===== config.mk =====
export PLATFORM = sky130hd
export DESIGN_NAME = input_debounce_flat
export DESIGN_NICKNAME = d
export VERILOG_FILES = /design/src/rtl/input_debounce_if.sv /design/src/rtl/input_debounce.sv /design/src/flat_wrapper.sv
export SDC_FILE = /design/constraint.sdc
export NUM_CORES = 1
export LEC_CHECK = 0
export ABC_AREA = 0
export CELL_PAD_IN_SITES_DETAIL_PLACEMENT = 2
export CELL_PAD_IN_SITES_GLOBAL_PLACEMENT = 2
export CORE_MARGIN = 2
export CORE_UTILIZATION = 43
export CTS_CLUSTER_DIAMETER = 40
export DETAILED_ROUTE_END_ITERATION = 7
export PLACE_DENSITY_LB_ADDON = 0.1
export RECOVER_POWER = 100
export SETUP_SLACK_MARGIN = 0.02
export SKIP_CTS_REPAIR_TIMING = 1
export SYNTH_ARGS = -nofsm -noshare
export SYNTH_HDL_FRONTEND = slang
export SYNTH_SLANG_ARGS = --single-unit

===== constraint.sdc =====
create_clock -name clk -period 3.7 [get_ports clk]
set_input_delay 0.74 -clock clk [delete_from_list [all_inputs] [get_ports clk]]
set_output_delay 0.74 -clock clk [all_outputs]
set_load 0.02 [all_outputs]

===== src/rtl/input_debounce_if.sv =====
// Debounce channel bundle: raw pad levels in, clean levels and edge pulses out.
// The pad/stimulus side is the master; the debouncer is the slave.
interface input_debounce_if #(
  parameter int N = 8
);
  logic [N-1:0] raw_in;
  logic [N-1:0] level;
  logic [N-1:0] rise;
  logic [N-1:0] fall;
  logic         changed;

  modport master (
    output raw_in,
    input  level,
    input  rise,
    input  fall,
    input  changed
  );

  modport slave (
    input  raw_in,
    output level,
    output rise,
    output fall,
    output changed
  );
endinterface


===== src/rtl/input_debounce.sv =====
// N-channel switch/button debouncer: 2-flop sync plus per-channel stability counter.
// Edge pulses (rise/fall/changed) are built only when INPUT_DEBOUNCE_EDGE_EN is defined.
module input_debounce #(
  parameter int N             = 8,
  parameter int STABLE_CYCLES = 1000000
) (
  input  logic             clk,
  input  logic             rst_n,
  input_debounce_if.slave  bus
);

  localparam int CW = $clog2(STABLE_CYCLES);
  localparam logic [CW-1:0] LP_LAST = CW'(STABLE_CYCLES - 1);
  localparam logic [CW-1:0] LP_ONE  = CW'(1);

  typedef enum logic {
    ST_STABLE,
    ST_PENDING
  } state_e;

  logic [N-1:0]  r_s1;
  logic [N-1:0]  r_s2;
  logic [N-1:0]  r_level;
  logic [CW-1:0] r_cnt [N];

  state_e        w_state   [N];
  logic [CW-1:0] w_cnt_nxt [N];
  logic [N-1:0]  w_level_nxt;
  logic [N-1:0]  w_accept;

  always_ff @(posedge clk or negedge rst_n) begin
    if (!rst_n) begin
      r_s1    <= '0;
      r_s2    <= '0;
      r_level <= '0;
      for (int i = 0; i < N; i++) begin
        r_cnt[i] <= '0;
      end
    end else begin
      r_s1    <= bus.raw_in;
      r_s2    <= r_s1;
      r_level <= w_level_nxt;
      for (int i = 0; i < N; i++) begin
        r_cnt[i] <= w_cnt_nxt[i];
      end
    end
  end

  // State is the mismatch between synced input and accepted level;
  // any return to the accepted level drops the partial count.
  always_comb begin
    w_level_nxt = r_level;
    w_accept    = '0;
    for (int i = 0; i < N; i++) begin
      w_state[i]   = (r_s2[i] != r_level[i]) ? ST_PENDING : ST_STABLE;
      w_cnt_nxt[i] = '0;
      unique case (w_state[i])
        ST_STABLE: begin
          w_cnt_nxt[i] = '0;
        end
        ST_PENDING: begin
          if (r_cnt[i] == LP_LAST) begin
            w_accept[i]    = 1'b1;
            w_level_nxt[i] = r_s2[i];
          end else begin
            w_cnt_nxt[i] = r_cnt[i] + LP_ONE;
          end
        end
      endcase
    end
  end

  assign bus.level = r_level;

`ifdef INPUT_DEBOUNCE_EDGE_EN
  logic [N-1:0] r_rise;
  logic [N-1:0] r_fall;
  logic         r_changed;

  always_ff @(posedge clk or negedge rst_n) begin
    if (!rst_n) begin
      r_rise    <= '0;
      r_fall    <= '0;
      r_changed <= 1'b0;
    end else begin
      r_rise    <= w_accept & r_s2;
      r_fall    <= w_accept & ~r_s2;
      r_changed <= |w_accept;
    end
  end

  assign bus.rise    = r_rise;
  assign bus.fall    = r_fall;
  assign bus.changed = r_changed;
`else
  assign bus.rise    = '0;
  assign bus.fall    = '0;
  assign bus.changed = 1'b0;
`endif

endmodule


===== src/flat_wrapper.sv =====
// flat-port wrapper written by rule: the top's interface ports become plain ports
module input_debounce_flat 
#(
  parameter int N             = 8,
  parameter int STABLE_CYCLES = 1000000
)
  (clk, rst_n, bus_raw_in, bus_level, bus_rise, bus_fall, bus_changed);
  input_debounce_if #(.N(N)) bus_i ();
  input  logic clk;
  input  logic rst_n;
  input wire logic [$bits(bus_i.raw_in)-1:0] bus_raw_in;
  output wire logic [$bits(bus_i.level)-1:0] bus_level;
  output wire logic [$bits(bus_i.rise)-1:0] bus_rise;
  output wire logic [$bits(bus_i.fall)-1:0] bus_fall;
  output wire logic [$bits(bus_i.changed)-1:0] bus_changed;
  assign bus_i.raw_in = bus_raw_in;
  assign bus_level = bus_i.level;
  assign bus_rise = bus_i.rise;
  assign bus_fall = bus_i.fall;
  assign bus_changed = bus_i.changed;
  input_debounce #(.N(N), .STABLE_CYCLES(STABLE_CYCLES)) u_core (.clk(clk), .rst_n(rst_n), .bus(bus_i));
endmodule

## After elaboration in Yosys (flattened, before gate mapping)

Index checks and enable logic that the tools add are counted.

| word-level totals | value |
|---|---|
| logic and storage cells | 82 |
| register bits | 184 |
| input port bits | 10 |
| output and inout port bits | 25 |

| operators by class | value |
|---|---|
| equality and inequality tests | 16 |
| add/subtract/negate cells | 8 |
| bitwise operators | 8 |
| multiplexer cells | 24 |
| reduce and logical (&&, ||, !) cells | 8 |

Operators with widths:

| operator | count |
|---|---|
| $pmux W20 S2 | 8 |
| $add A20 B1 Y20 const B | 8 |
| $eq A20 B20 Y1 const B | 8 |
| $mux W20 | 8 |
| $reduce_and A2 Y1 | 8 |
| $mux W1 | 8 |
| $ne A1 B1 Y1 | 8 |
| $not A1 Y1 | 8 |

## Logic depth before layout (Yosys ltp)

| logic depth | value |
|---|---|
| depth in word-level cells | 4 |
| depth in mapped cells | 6 |
| depth with buffers taken out | 5 |

## Least setup slack after synthesis

Ideal clock, no wire load.

| timing | value |
|---|---|
| path type | reg2reg |
| start point | reg u_core.r_cnt[35] in the netlist's numbering |
| end point | reg u_core.r_level[6] (netlist: u_core.bus.level[6]) |
| path buffers | 0 |
| data required time | 3575 ps |
| setup time | 125 ps |
| path slack | 1607 ps |
| stages on the path, launching flop included | 5 |
| period minus slack after synthesis | 2093 ps |
| arrival | 1968 ps |
| cells stage by stage | dfrtp_1 -> or4b_2 -> or4_1 -> nor2_1 -> mux2_2 |

| on the way | value |
|---|---|
| cells in the longest elaborated chain, start to end | 2 |

RTL lines:

| what | line | text |
|---|---|---|
| from (decl) | input_debounce.sv:24 | `logic [CW-1:0] r_cnt [N];` |
| from (signal, indexed assignment) | input_debounce.sv:44 | `r_cnt[i] <= w_cnt_nxt[i];` |
| $eq A20 B20 Y1 | input_debounce.sv:62 | `if (r_cnt[i] == LP_LAST) begin` |
| $reduce_and A2 Y1 (no source line) | - |  |
| to (signal assigned) | input_debounce.sv:42 | `r_level <= w_level_nxt;` |
| to (decl) | input_debounce.sv:23 | `logic [N-1:0] r_level;` |

No other way between the ends.
A chain may end at the register's enable or synchronous reset.

==> key figures <==
Layout
  – Storage cell area: 4600 um^2
  – Layout cells sized above 1: 5.80%
  – Layout Cells excl Fill: 1201
  – Multi-input logic area: 3940 um^2
  – Post-route cell area: 9830 um^2
  – Area growth syn-to-layout: 10.9%
  – ANT cells: 0
  – Filler instances: 2146
  – Nets: 936

CTS
  – H-tree depth: 4
  – TritonCTS clock tree: built
  – Clock insertion delay at the later pin of the skew report: 0.44 ns
  – Clock buffer count from CTS: 17
  – Clock root buffer: clkbuf_16
  – Buffer levels on the longest clock path: 2
  – Clock sinks: 184
  – Worst-path clk slew: 0.07 ns

Detailed routing
  – Detailed Route WL: 22600 um
  – Routed len/inst: 18.8 um
  – DRT antenna net count: 0
  – First-pass DRT Iterations: 4
  – Routed via count: 6822
  – Routed vias/inst: 5.68
  – Initial DRC count: 288
  – Drt drc: 0

Global route
  – Global route overflow: 0
  – Largest net degree at the start of global routing: 94
  – Vias in the first global route: 7839
  – First-pass GRT wire length: 39600 um
  – GRT Total Usage: 22.2%
  – Number of antenna violations at the first check in global routing: 0

Worst setup path
  – CP arrival: 3.19 ns
  – CP max FO: 14
  – Worst R2R Start: u_core.r_cnt[35]$_DFF_PN0_
  – Worst setup startpoint: u_core.r_cnt[35]$_DFF_PN0_
  – Worst R2R Setup Slack: 0.81 ns
  – CP startpoint kind: register
  – Worst-case reg-to-reg path depth: 5
  – Required @ worst endpoint: 4.00 ns
  – Crit. End Element: register
  – End of the critical path: u_core.r_cnt[33]$_DFF_PN0_
  – Crit Reg-Reg Endpoint: u_core.r_cnt[33]$_DFF_PN0_
  – Worst setup path class: reg -> reg

Placed design
  – Pre-CTS setup slack: 1.09 ns
  – Cells after DPL: 1169
  – GPL Wtd Cong: 0.780
  – Buffers on Ports: 17
  – DP HPWL: 15400 um
  – Placed Instance Area: 9270 um^2

Yosys
  – Netlist cell types: 40
  – Syn_area_per_cell: 9.83 um^2
  – Synth top area cells: dfrtp_1 (52%), xor2_1 (4.6%), nor2_1 (4.4%)
  – Cells after synthesis: 901
  – #FFs+latches synth: 184
  – Post-synthesis sequential area ratio: 52.0%
  – Cell Area, Synth: 8860 um^2
  – Synth warn: 0
  – Largest area contributor in the synthesized netlist: dfrtp_1
  – Top-area cell type share of the netlist area: 52.0%

STA
  – Layout Skew: 0.0128 ns
  – Minimum clock period: 2.89 ns
  – Max_slew headroom: -59.8%
  – Setup_tns: 0 ns
  – Setup violators final: 0
  – Tightest Pin Transition: 2.40 ns
  – RSZ-0062 raised after global routing: false
  – Fin crit share: 78.1%
  – Final hold vios: 0
  – Slew Limit Fails: 113
  – Worst Slack Setup Final: 0.811 ns
  – Max Fclk: 0.346 GHz

Floorplanning
  – Core area: 20200 um^2
  – Die height: 148 um
  – # rows: 52
  – DIE WIDTH: 148 um
  – Total die area: 21800 um^2
  – IO Pins: 35
  – Initial Utilization: 43.8%

Min path
  – Worst min path class: reg -> reg
  – Hold Path Stages: 0

Pwr
  – PwrDens: 421 nW/um^2
  – Peak supply drop: 0.304 mV
  – Total power: 0.00414 W
  – P_leak: 3.96 nW

Status
  – Failing checks: capacitance limit, slew limit
  – Status: finished with violations

Run
  – Max-cap viol count: 2
[routing by layer]
| metal | GRT usage, % | vias up | part of all wire [%] |
|---|---|---|---|
| li1 | - | 3187 | - |
| met1 | 27.2 | 3558 | 44 |
| met2 | 40.8 | 53 | 54 |
| met3 | 3.55 | 24 | 1.6 |
| met4 | 5.77 | 0 | 1.3 |
| met5 | 0 | - | 0 |
[report_power, final]
| part | leakage [nW] | internal [W] | switching [W] |
|---|---|---|---|
| registers | 2.51 | 0.00204 | 0.0000316 |
| clock network | 0.294 | 0.00109 | 0.000826 |
| logic | 1.15 | 0.0000363 | 0.000112 |
[layout by cell type, fill, tap and decap left out, types with 3 or more instances in the layout]
cell type and instances:
inv_1 29, clkbuf_16 17, xor2_1 47, dlygate4sd3_1 16, bufinv_16 3, nor2_1 105
and2_0 3, o31ai_1 17, and4_1 3, o21ai_0 47, or3_1 41, nand4_1 23
nor4_1 14, and3_1 19, buf_4 3, or4_1 35, dfrtp_1 184, nand2_1 46
ha_1 8, nand3_1 75, mux2_2 8, a21oi_1 62, conb_1 17, inv_6 3
and2_1 4, xnor2_1 43, clkinv_4 3, clkbuf_1 5, nor3_1 19, nor4b_1 6
[kinds of logic (layout without fill, tap and decap cells)]
family	Yosys count	after routing	synth area share, %
compound gates	130	130	8.43
xor+xnor	90	90	8.90
fa+ha+maj	8	8	1.13
buf+inv	72	86	3.97
flops	184	184	52.0
mux	9	9	1.13
other cells	1	17	0.0423
simple gates	407	407	24.4
[state kept, by name (all words and copies together), names as in the netlist]
name              count
u_core.r_cnt        160
u_core.bus.level      8
u_core.r_s1           8
u_core.r_s2           8
[how the worst min path moves through the flow]
stage | startpoint | endpoint | slack [ns]
after CTS | u_core.r_s1[6]$_DFF_PN0_ | u_core.r_s2[6]$_DFF_PN0_ | 0.35
after detailed placement | u_core.r_s1[2]$_DFF_PN0_ | u_core.r_s2[2]$_DFF_PN0_ | 0.34
after global routing | u_core.r_s1[2]$_DFF_PN0_ | u_core.r_s2[2]$_DFF_PN0_ | 0.35
after floorplan | u_core.r_s1[0]$_DFF_PN0_ | u_core.r_s2[0]$_DFF_PN0_ | 0.33
after global placement | u_core.r_s1[6]$_DFF_PN0_ | u_core.r_s2[6]$_DFF_PN0_ | 0.34
final | u_core.r_s1[6]$_DFF_PN0_ | u_core.r_s2[6]$_DFF_PN0_ | 0.35
[worst max-delay path: stages (launching register included)]
cell     delay [ns]
dfrtp_1        0.41
or4b_2         0.68
or4_1          0.54
o21ai_0        0.71
buf_4          0.34
a21oi_1        0.07
[final cells by class]
cell class                 instances  area share, %
clock inverter                    13           1.71
multi-input combinational        661           40.1
clock buffer                      19           4.51
inverter                          29           1.11
tap                              270           3.44
timing repair buffer              25           2.27
sequential                       184           46.9
[cells in the mapped netlist]
cell,number
dfrtp_1,184
nor2_1,105
nand3_1,75
a21oi_1,62
xor2_1,47
nand2_1,46
o21ai_0,45
xnor2_1,43
or3_1,41
or4_1,35
inv_1,29
nand4_1,23
buf_4,20
and3_1,19
nor3_1,19
clkbuf_1,18
o31ai_1,17
nor4_1,14
ha_1,8
mux2_2,8
and2_1,7
nor4b_1,6
buf_2,5
and4_1,3
nand2b_1,2
nor2b_1,2
o21ai_1,2
or3b_2,2
or4b_1,2
or4b_2,2
and3_2,1
conb_1,1
mux2i_1,1
nand4_4,1
o21ai_4,1
o31ai_4,1
o41ai_1,1
o41ai_4,1
or4_4,1
or4bb_1,1
[through the flow]
step	hold WS, ns	util, %
CTS	0.353	48.8
global placement	0.336	45.8
floorplan	0.331	-
finish	0.349	48.6
global route	0.355	48.6
detailed placement	0.337	45.8
Power figures use the tool's default switching activity.
